$ cat src/rtl/y_fetch_seq_if.sv
// Fetch-stage bus bundle: the instruction-memory request/acknowledge channel
// and the downstream instruction valid/ready channel.
//   imem_req   : fetch request (driven by fetch stage)
//   imem_addr  : fetch address (driven by fetch stage)
//   imem_ack   : memory returns data this cycle (driven by memory)
//   imem_rdata : instruction word, valid with imem_ack (driven by memory)
//   ins_valid  : ins holds a fetched instruction (driven by fetch stage)
//   ins        : fetched instruction (driven by fetch stage)
//   ins_ready  : downstream accepts ins this cycle (driven by consumer)
// master = fetch stage side, slave = memory/consumer side.
interface y_fetch_seq_if #(
  parameter int WIDTH = 32,
  parameter int ILEN  = 32
);
  logic             imem_req;
  logic [WIDTH-1:0] imem_addr;
  logic             imem_ack;
  logic [ILEN-1:0]  imem_rdata;
  logic             ins_valid;
  logic [ILEN-1:0]  ins;
  logic             ins_ready;

  modport master (
    output imem_req, imem_addr, ins_valid, ins,
    input  imem_ack, imem_rdata, ins_ready
  );

  modport slave (
    input  imem_req, imem_addr, ins_valid, ins,
    output imem_ack, imem_rdata, ins_ready
  );
endinterface

$ cat src/rtl/y_fetch_seq.sv
// Sequential instruction-fetch stage. Holds the PC, runs a req/ack handshake
// to instruction memory and presents the fetched word downstream with
// valid/ready. Supports branch/jump redirect and halt.
// Ports:
//   clk, rst_n       : clock, synchronous active-low reset
//   bus (master)     : imem_req/imem_addr/imem_ack/imem_rdata and
//                      ins_valid/ins/ins_ready
//   pc, pc_plus4     : current PC and PC+4 (combinational, wraps)
//   redirect         : load redirect_target (low 2 bits forced to 0)
//   halt             : stop fetching after the current instruction
module y_fetch_seq #(
  parameter int               WIDTH    = 32,
  parameter logic [WIDTH-1:0] RESET_PC = {WIDTH{1'b0}},
  parameter int               ILEN     = 32
) (
  input  logic             clk,
  input  logic             rst_n,
  y_fetch_seq_if.master    bus,
  output logic [WIDTH-1:0] pc,
  output logic [WIDTH-1:0] pc_plus4,
  input  logic             redirect,
  input  logic [WIDTH-1:0] redirect_target,
  input  logic             halt
);

  typedef enum logic [1:0] {
    ST_IDLE   = 2'b00,
    ST_REQ    = 2'b01,
    ST_HOLD   = 2'b10,
    ST_HALTED = 2'b11
  } state_t;

  localparam logic [WIDTH-1:0] ALIGN_MASK = {{(WIDTH-2){1'b1}}, 2'b00};
  localparam logic [WIDTH-1:0] PC_STEP    = {{(WIDTH-3){1'b0}}, 3'b100};

  state_t           state_q, state_d;
  logic [WIDTH-1:0] pc_q, pc_d;
  logic [ILEN-1:0]  ins_q, ins_d;
  logic             req_q, req_d;
  logic             valid_q, valid_d;
  logic [WIDTH-1:0] target_s;
  logic [WIDTH-1:0] pc_inc_s;

  // Word-aligned redirect target and sequential next PC (wraps naturally).
  always_comb begin
    target_s = redirect_target & ALIGN_MASK;
    pc_inc_s = pc_q + PC_STEP;
  end

  // Next-state, next-PC and instruction-capture logic.
  always_comb begin
    state_d = state_q;
    pc_d    = pc_q;
    ins_d   = ins_q;
    case (state_q)
      // Single bubble after reset; redirect is deliberately ignored here.
      ST_IDLE: begin
        state_d = ST_REQ;
      end
      ST_REQ: begin
        if (redirect) begin
          // Any same-cycle ack is discarded: ins is not updated.
          pc_d    = target_s;
          state_d = halt ? ST_HALTED : ST_REQ;
        end else if (bus.imem_ack) begin
          ins_d   = bus.imem_rdata;
          state_d = ST_HOLD;
        end else if (halt) begin
          state_d = ST_HALTED;
        end else begin
          state_d = ST_REQ;
        end
      end
      ST_HOLD: begin
        if (redirect) begin
          // Consumed or not, the redirect target wins over pc+4.
          pc_d    = target_s;
          state_d = halt ? ST_HALTED : ST_REQ;
        end else if (bus.ins_ready) begin
          pc_d    = pc_inc_s;
          state_d = halt ? ST_HALTED : ST_REQ;
        end else begin
          state_d = ST_HOLD;
        end
      end
      ST_HALTED: begin
        if (redirect) begin
          pc_d    = target_s;
          state_d = halt ? ST_HALTED : ST_REQ;
        end else begin
          state_d = ST_HALTED;
        end
      end
      default: begin
        state_d = ST_IDLE;
      end
    endcase
    // Outputs are registered from the next state so they are pure Moore.
    req_d   = (state_d == ST_REQ);
    valid_d = (state_d == ST_HOLD);
  end

  // State, PC, instruction and output registers with synchronous reset.
  always_ff @(posedge clk) begin
    if (!rst_n) begin
      state_q <= ST_IDLE;
      pc_q    <= RESET_PC & ALIGN_MASK;
      ins_q   <= {ILEN{1'b0}};
      req_q   <= 1'b0;
      valid_q <= 1'b0;
    end else begin
      state_q <= state_d;
      pc_q    <= pc_d;
      ins_q   <= ins_d;
      req_q   <= req_d;
      valid_q <= valid_d;
    end
  end

  assign bus.imem_req  = req_q;
  assign bus.imem_addr = pc_q;
  assign bus.ins_valid = valid_q;
  assign bus.ins       = ins_q;
  assign pc            = pc_q;
  assign pc_plus4      = pc_inc_s;

endmodule

$ cat src/flat_wrapper.sv
// flat-port wrapper written by rule: the top's interface ports become plain ports
module y_fetch_seq_flat 
#(
  parameter int               WIDTH    = 32,
  parameter logic [WIDTH-1:0] RESET_PC = {WIDTH{1'b0}},
  parameter int               ILEN     = 32
)
  (clk, rst_n, pc, pc_plus4, redirect, redirect_target, halt, bus_imem_req, bus_imem_addr, bus_ins_valid, bus_ins, bus_imem_ack, bus_imem_rdata, bus_ins_ready);
  y_fetch_seq_if #(.WIDTH(WIDTH), .ILEN(ILEN)) bus_i ();
  input  logic clk;
  input  logic rst_n;
  output logic [WIDTH-1:0] pc;
  output logic [WIDTH-1:0] pc_plus4;
  input  logic redirect;
  input  logic [WIDTH-1:0] redirect_target;
  input  logic halt;
  output wire logic [$bits(bus_i.imem_req)-1:0] bus_imem_req;
  output wire logic [$bits(bus_i.imem_addr)-1:0] bus_imem_addr;
  output wire logic [$bits(bus_i.ins_valid)-1:0] bus_ins_valid;
  output wire logic [$bits(bus_i.ins)-1:0] bus_ins;
  input wire logic [$bits(bus_i.imem_ack)-1:0] bus_imem_ack;
  input wire logic [$bits(bus_i.imem_rdata)-1:0] bus_imem_rdata;
  input wire logic [$bits(bus_i.ins_ready)-1:0] bus_ins_ready;
  assign bus_imem_req = bus_i.imem_req;
  assign bus_imem_addr = bus_i.imem_addr;
  assign bus_ins_valid = bus_i.ins_valid;
  assign bus_ins = bus_i.ins;
  assign bus_i.imem_ack = bus_imem_ack;
  assign bus_i.imem_rdata = bus_imem_rdata;
  assign bus_i.ins_ready = bus_ins_ready;
  y_fetch_seq #(.WIDTH(WIDTH), .RESET_PC(RESET_PC), .ILEN(ILEN)) u_core (.clk(clk), .rst_n(rst_n), .bus(bus_i), .pc(pc), .pc_plus4(pc_plus4), .redirect(redirect), .redirect_target(redirect_target), .halt(halt));
endmodule
$ cat config.mk
export PLATFORM = sky130hd
export DESIGN_NAME = y_fetch_seq_flat
export DESIGN_NICKNAME = d
export VERILOG_FILES = /design/src/rtl/y_fetch_seq_if.sv /design/src/rtl/y_fetch_seq.sv /design/src/flat_wrapper.sv
export SDC_FILE = /design/constraint.sdc
export NUM_CORES = 1
export LEC_CHECK = 0
export CAP_MARGIN = 5
export CORE_ASPECT_RATIO = 2
export CORE_MARGIN = 1.5
export CORE_UTILIZATION = 41
export CTS_BUF_LIST = sky130_fd_sc_hd__clkbuf_4 sky130_fd_sc_hd__clkbuf_8
export DETAILED_ROUTE_END_ITERATION = 16
export PLACE_DENSITY = 0.84
export SYNTH_ARGS = -nofsm -noshare
export SYNTH_HDL_FRONTEND = slang
export SYNTH_SLANG_ARGS = --single-unit
$ cat constraint.sdc
create_clock -name clk -period 2.5 [get_ports clk]
set_input_delay 0.25 -clock clk [delete_from_list [all_inputs] [get_ports clk]]
set_output_delay 0.25 -clock clk [all_outputs]
set_load 0.02 [all_outputs]
Word-level counts from Yosys, hierarchy flattened
Index checks and enable logic that the tools add are counted.
{"block": "totals", "register_bits": 68, "latchBits": 0, "ram_bits": 0, "rom_bits": 0, "in_bits": 70, "out_inout_bits": 130, "elab_cells": 30, "mem_count": 0}
{"block": "op_classes", "n_addsub": 1, "n_mul": 0, "div": 0, "n_lt_le_gt_ge": 0, "n_eq_ne": 7, "shift": 0, "muxes": 11, "bitwise_logic": 1, "n_reduce_logical": 5}
{"op": "$mux 32", "count": 3}
{"op": "$pmux 32 s2", "count": 1}
{"op": "$add 32x3->32 const B", "count": 1}
{"op": "$mux 2", "count": 6}
{"op": "$pmux 2 s4", "count": 1}
{"op": "$eq 2x2->1 const B", "count": 3}
{"op": "$reduce_and 3->1", "count": 2}
{"op": "$eq 2x1->1 const B", "count": 2}
{"op": "$ne 3x3->1 const B", "count": 1}
{"op": "$logic_not 2->1", "count": 1}
{"op": "$ne 2x1->1 const B", "count": 1}
{"op": "$reduce_bool 2->1", "count": 1}
{"op": "$reduce_or 2->1", "count": 1}
{"op": "$not 1->1", "count": 1}

Longest topological paths before layout
Gate-level depths: netlist of run 1.
{"block": "logic_depth", "word_depth": 5, "ltp_mapped": 8, "ltp_nobuf": 6}

Least setup slack after synthesis of run 1
Ideal clock, no wire load.
{"block": "synth_path", "path_type": "register to output", "start": "register u_core.pc_q[3] (netlist: u_core.bus.imem_addr[3])", "end": "output port pc_plus4[18]", "t_arrival_ns": 1.988, "t_required_ns": 2.250, "path_slack_ns": 0.262, "path_stages_with_launch": 6, "path_buffers": 0, "cell_sequence": "dfxtp_1 ha_1 nand3_1 nor4_4 nand4_1 xnor2_1"}
{"block": "synth_via", "elab_chain_len": 1}
{"element": "start: declaration", "line_no": "y_fetch_seq.sv:37", "text": "logic [WIDTH-1:0] pc_q, pc_d;"}
{"element": "start signal: assignment", "line_no": "y_fetch_seq.sv:107", "text": "pc_q <= RESET_PC & ALIGN_MASK;"}
{"element": "start signal: assignment", "line_no": "y_fetch_seq.sv:113", "text": "pc_q <= pc_d;"}
{"element": "$add 32x3->32", "line_no": "y_fetch_seq.sv:47", "text": "pc_inc_s = pc_q + PC_STEP;"}
{"element": "end: declaration", "line_no": "flat_wrapper.sv:13", "text": "output logic [WIDTH-1:0] pc_plus4;"}
No other way between the ends.

Final worst setup path of run 1
{"block": "layout_path", "start": "register u_core.pc_q[13] (netlist: u_core.bus.imem_addr[13])", "end": "output port pc_plus4[30]"}
The elaborated chain is that of the path after synthesis.

==> results of run 1 <==
-- cell usage after synthesis, drive strengths merged (2+ instances only) --
cell type and instances:
dfxtp 66, nand2b 2, or2 2, o31a 3
buf 39, or3 3, o31ai 2, o21ai 17
mux2i 4, nor2b 2, nor4 6, or4 5
o211ai 4, a21oi 47, nor3 5, nand2 105
clkbuf 31, a22o 4, a221oi 2, a32oi 8
and3 8, xor2 8, o32ai 2, nand3 20
a22oi 4, nand4 12, inv 6, nor2 26
xnor2 20, o22ai 6, a31oi 7
-- repair_timing --
action	in CTS	in global routing
resized for setup	48	13
endpoints found under the setup margin	23	14
pin swaps	2	1
buffers inserted	2	0
-- area by class of cell --
class                           instances  area share (%)
Sequential cell                        66            22.1
Inverter                                6           0.375
Multi-Input combinational cell        351            34.2
Timing Repair Buffer                  240            37.3
Tap cell                              102            2.13
Clock inverter                          4            1.21
Clock buffer                           12            2.75
-- sequential cells by signal (all words and copies together) (netlist names) --
register,cells
u_core.bus.imem_addr,30
u_core.bus.imem_req,1
u_core.bus.ins,32
u_core.bus.ins_valid,1
u_core.state_q,2
-- per-layer routing --
layer / up-vias / GRT usage (%)
met5: - / 0
met4: 0 / 18.3
met3: 74 / 6.32
met2: 251 / 47.3
met1: 2000 / 24.6
li1: 2036 / -
-- power breakdown --
part / internal (mW) / switching [mW]
Sequential: 1.11 / 0.0581
Clock: 0.642 / 0.420
Combinational: 0.430 / 0.469
Total: 2.18 / 0.946
-- stage by stage --
step,power [mW],std cells
after floorplan,1.67,493
after global placement,2.08,763
after detailed placement,2.10,763
after CTS,3.15,781
after global routing,3.27,781
final,3.13,781
-- worst register-to-register path: cells and delay by family, from the launching register on --
kind	cells	cell delay, ns
compound gates	1	0.14
buf+inv	2	0.29
flops	1	0.47
simple gates	4	1.15
-- worst max path at each step --
stage                                          startpoint            to  slack (ns)  cells after the start
finish              u_core.bus.imem_addr[13]$_SDFFE_PN0P_  pc_plus4[30]        0.10                      7
global route         u_core.bus.imem_addr[3]$_SDFFE_PN0P_  pc_plus4[30]     -0.0006                      8
CTS                  u_core.bus.imem_addr[3]$_SDFFE_PN0P_  pc_plus4[18]       -0.04                      7
detailed placement   u_core.bus.imem_addr[3]$_SDFFE_PN0P_  pc_plus4[18]        0.05                      7
global placement     u_core.bus.imem_addr[2]$_SDFFE_PN0P_  pc_plus4[18]        0.11                      7
floorplan            u_core.bus.imem_addr[3]$_SDFFE_PN0P_  pc_plus4[18]        0.26                      5
-- cells by family (layout without fill, tap and decap cells) --
| logic type | after synthesis | in the layout | synth area share, % |
|---|---|---|---|
| mux | 5 | 5 | 1.37 |
| flops | 66 | 66 | 35.4 |
| simple gates | 198 | 198 | 25.9 |
| buf+inv | 76 | 262 | 11.4 |
| fa+ha+maj | 1 | 1 | 0.335 |
| compound gates | 113 | 113 | 19.0 |
| other cells | 1 | 6 | 0.101 |
| xor+xnor | 28 | 28 | 6.57 |
==> results.cfg, run 1 <==
[clocking]
clock_insertion_delay_worst_skew_ns = 0.35
numCtsBuffers = 9
clock-sinks = 66
ctsHoldBuffers = 0
maximum_clock_path_buffer_count = 2
clk_pin_slew_worst_paths_ns = 0.07
clock-root-buffer = clkbuf_8
ctsHtreeMaxLevel = 3
cts_tree = yes

[detailed_routing]
wirelength_mm = 12.9
top_layer_used = met4
route.met2.wl_mm = 6.85
vias_per_cell = 5.58
firstDrtPassIters = 5
route.antenna.remaining_nets = 0
vias = 4361
detail_route.wl_per_cell_um = 16.5
wl_met3_um = 905
drt_met1_wl_mm = 4.32
detail_route.drc_violations = 0
drt-initial-drc-count = 434

[pwr]
vdd_drop_max_uv = 577
power_density_nw_per_um2 = 521
p_leak_nw = 2.34

[worst_setup_path]
critPathLaunchType = register
cp.arrival_ns = 2.15
critical-path-top-delay-family = simple AND/OR/NAND/NOR gates
critical_path.max_fanout = 5
data_required_critical_path_ns = 2.25
endpoint_kind = primary output
cp_cell_instances = nand2_1 > nor4_4 > buf_4 > buf_4 > nand3_2 > xnor2_1 > clkdlybuf4s15_2
worst-r2r-cell-count = 7
rrSetupSlack_ns = 0.37
timing.setup.critical_path_class = reg -> out
cp_common_cell = buf_4
cp_slowest_stage_delay_ns = 0.47
critical_path_buf_inv_count = 3
worstReg2RegStart = u_core.bus.imem_addr[13]$_SDFFE_PN0P_
crit-reg2reg-capture = u_core.bus.imem_addr[30]$_SDFFE_PN0P_
timing.critical_path.slowest_stage_cell = dfxtp_1

[yosys]
synth-edff-count = 0
synth_sequential_area_ratio_pct = 35.4
asyncSetResetFlopFracSynth_pct = 0
ys_types = 50
post_synth_instance_area_um2 = 3730
synthesis.instances = 488
synth_top_flop_cell = dfxtp_1
synth.avg_cell_area_um2 = 7.65
ys_ff_latch = 66
ys.warnings.count = 0
cell_type_contributing_the_most_total_cell_area_after_synthesis = dfxtp_1
synth.top_cell.area_share_pct = 35.4
ys_top_cells_by_area = dfxtp_1, nand2_1, buf_4, a21oi_1, xnor2_1

[timing]
finalSetupViolations = 0
timing.fmax_ghz = 0.418
setup_ws_ns = 0.105
setup_total_negative_slack_ns = 0
final_min_period_over_clock_period_pct = 95.8
hold_viol = 0
hold_slack_ns = 0.442
clock-skew-final_ns = 0.00875
finalMaxSlewViolations = 0
grt_setup_unrepaired = true
post-route-min-period_ns = 2.40

[global_routing]
overflow = 0
grt_start_max_net_pins = 48
first_global_vias = 4307
global_route.usage.total_pct = 25.8
grt_antenna_before_repair = 0
wire_length_of_the_first_global_routing_pass_mm = 19.7

[min_path]
min-delay-path-class = in -> reg
worstHoldPathCells = 3
worst_hold_startpoint = bus_imem_rdata[1]
hold_path_end = u_core.bus.ins[1]$_SDFFE_PN0P_

[placed_design]
dpl_cell_area_um2 = 5770
pre_cts_ws_ns = 0.0528
place_congestion = 0.899
post-dp-hpwl_mm = 9.72
placement.io_buffers = 191

[floorplan]
die_width_um = 70.5
die_h_um = 138
core-area_um2 = 8890
dieArea_um2 = 9720
boundaryPins = 200
floorplan.initialDensity_pct = 42.0
rows = 49

[final_layout]
multiInputGateArea_um2 = 2050
num-fill-cells = 699
finalCoreUtilization_pct = 67.5
postLayoutCellArea_um2 = 6000
antenna-diode-count = 0
register_area_um2 = 1320
fin_nets = 745
layout.cells.most_common = clkdlybuf4s50_1
final_cell_mix = clkdlybuf4s50_1, nand2_1, dfxtp_1, buf_4, a21oi_1
post_route_cells_drive_above_1_share_pct = 13.8
flow.area_growth_from_synthesis_pct = 60.8

[run_status]
run_status = completed

[job]
drv_cap = 0
No activity file was read; power rests on OpenSTA's default activity.
==> inputs of run 2 (changes only) <==
--- a/config.mk
+++ b/config.mk
@@ -6,12 +6,11 @@
 export NUM_CORES = 1
 export LEC_CHECK = 0
 export CAP_MARGIN = 5
-export CORE_ASPECT_RATIO = 2
 export CORE_MARGIN = 1.5
-export CORE_UTILIZATION = 41
+export CORE_UTILIZATION = 35
 export CTS_BUF_LIST = sky130_fd_sc_hd__clkbuf_4 sky130_fd_sc_hd__clkbuf_8
 export DETAILED_ROUTE_END_ITERATION = 16
-export PLACE_DENSITY = 0.84
+export PLACE_DENSITY = 0.73
 export SYNTH_ARGS = -nofsm -noshare
 export SYNTH_HDL_FRONTEND = slang
 export SYNTH_SLANG_ARGS = --single-unit
==> results.cfg, run 2 (synthesized netlist as in run 1, its figures left out) <==
[final_layout]
layout.cells.most_common = clkdlybuf4s50_1
post_route_cells_drive_above_1_share_pct = 13.4
final_cell_mix = clkdlybuf4s50_1, nand2_1, dfxtp_1, buf_4, a21oi_1
largest_register_ffs = 32
flow.area_growth_from_synthesis_pct = 60.8
antenna-diode-count = 0
num-fill-cells = 943
fin_nets = 747

[placed_design]
place_congestion = 0.834
placement.io_buffers = 191
post-dp-hpwl_mm = 9.21

[global_routing]
grt_start_max_net_pins = 37
global_route.usage.total_pct = 21.7
wire_length_of_the_first_global_routing_pass_mm = 19.7
overflow = 0
grt_antenna_before_repair = 0
first_global_vias = 4059

[floorplan]
floorplan.initialDensity_pct = 36.1
boundaryPins = 200
dieArea_um2 = 11300
rows = 37
die_h_um = 106
core-area_um2 = 10300
die_width_um = 106

[timing]
setup_total_negative_slack_ns = 0
post-route-min-period_ns = 2.33
finalMaxSlewViolations = 0
finalSetupViolations = 0
clock-skew-final_ns = 0.0105
hold_viol = 0
slew_headroom_pct = 62.7
timing_worst_slew_pin_value_ns = 0.560
timing.fmax_ghz = 0.429
final_min_period_over_clock_period_pct = 93.3
grt_setup_unrepaired = false

[clocking]
numCtsBuffers = 9
ctsHoldBuffers = 0
clock-root-buffer = clkbuf_8
maximum_clock_path_buffer_count = 2
clock-sinks = 66
cts_tree = yes
clock_insertion_delay_worst_skew_ns = 0.34
clk_pin_slew_worst_paths_ns = 0.08
ctsHtreeMaxLevel = 3

[job]
drv_cap = 0

[worst_setup_path]
critPathLaunchType = register
rrSetupSlack_ns = 0.41
endpoint_kind = primary output
timing.setup.critical_path_class = reg -> out
cp.arrival_ns = 2.08
data_required_critical_path_ns = 2.25
critical_path.max_fanout = 8

[detailed_routing]
vias = 4175
detail_route.drc_violations = 0
drt-initial-drc-count = 163
vias_per_cell = 5.11
route.antenna.remaining_nets = 0
firstDrtPassIters = 5
wirelength_mm = 12.4
detail_route.wl_per_cell_um = 15.1

[pwr]
report.power.total_mw = 2.99
vdd_drop_max_uv = 321
p_leak_nw = 2.31
power_density_nw_per_um2 = 498

[min_path]
min-delay-path-class = in -> reg

[run_status]
run_status = completed
run 2: final cells by class:
cell class / instances / area, µm² / area share [%]
clock buffer: 10 / 138 / 2.29
clock inverter: 6 / 66.3 / 1.11
inverter: 6 / 22.5 / 0.375
multi-input combinational: 351 / 2040 / 34.0
sequential: 66 / 1320 / 22.0
tap: 136 / 170 / 2.84
timing repair buffer: 242 / 2240 / 37.4
run 2: what timing repair did:
action                     4_1_cts  5_1_grt
setup endpoints to repair       23       14
buffers inserted                 1        0
pin swaps                        1        0
resized for setup               23       21
run 2: routing by layer:
metal / vias to the layer above / routed length [µm] / GRT usage [%] / part of all wire, %
li1: 2042 / - / - / -
met1: 1940 / 5020 / 24.5 / 41
met2: 178 / 6210 / 39.3 / 50
met3: 15 / 961 / 5.89 / 7.8
met4: 0 / 178 / 6.85 / 1.4
met5: - / 0 / 0 / 0
run 2: critical path: stages (launching register included):
cell and delay (ns):
dfxtp_1 0.35, nand3_2 0.22, nor4_4 0.32, buf_4 0.20, nand4_1 0.15, xnor2_1 0.16
dlygate4sd2_1 0.34
run 2: path summary, 6_finish.rpt:
path                                                 to                                  from  cells past startpoint
setup / recovery                           pc_plus4[31]  u_core.bus.imem_addr[7]$_SDFFE_PN0P_                      6
hold / removal           u_core.bus.ins[8]$_SDFFE_PN0P_                     bus_imem_rdata[8]                      3
setup reg to reg  u_core.bus.imem_addr[23]$_SDFFE_PN0P_  u_core.bus.imem_addr[7]$_SDFFE_PN0P_                      7
hold reg to reg         u_core.bus.ins[26]$_SDFFE_PN0P_       u_core.bus.ins[26]$_SDFFE_PN0P_                      2
run 2: where the power goes:
| part | switching, mW | leakage (nW) | internal (mW) | total [mW] |
|---|---|---|---|---|
| sequential | 0.0529 | 0.539 | 1.11 | 1.16 |
| combinational | 0.464 | 1.68 | 0.437 | 0.901 |
| clock | 0.437 | 0.0945 | 0.487 | 0.925 |
| total | 0.955 | 2.31 | 2.03 | 2.99 |
run 2: per-stage QoR:
| step | instances | utilization (%) | instance area [µm²] | hold slack [ns] | setup WS (ns) |
|---|---|---|---|---|---|
| 2_1_floorplan | 493 | - | 3750 | 0.386 | 0.262 |
| 3_3_place_gp | 800 | 56.4 | 5830 | 0.441 | 0.0993 |
| 3_5_place_dp | 800 | 56.4 | 5830 | 0.446 | 0.0381 |
| 4_1_cts | 817 | 58.2 | 6010 | 0.430 | 0.0343 |
| 5_1_grt | 817 | 58.1 | 6000 | 0.436 | 0.00700 |
| 6_report | 817 | 58.1 | 6000 | 0.449 | 0.169 |
==> inputs of run 3 (changes only) <==
--- a/config.mk
+++ b/config.mk
@@ -5,7 +5,7 @@
 export SDC_FILE = /design/constraint.sdc
 export NUM_CORES = 1
 export LEC_CHECK = 0
-export CAP_MARGIN = 5
+export CAP_MARGIN = 20
 export CORE_MARGIN = 1.5
 export CORE_UTILIZATION = 35
 export CTS_BUF_LIST = sky130_fd_sc_hd__clkbuf_4 sky130_fd_sc_hd__clkbuf_8
==> results of run 3 <==
The final DEF is identical to that of run 2; final timing and power are the same.
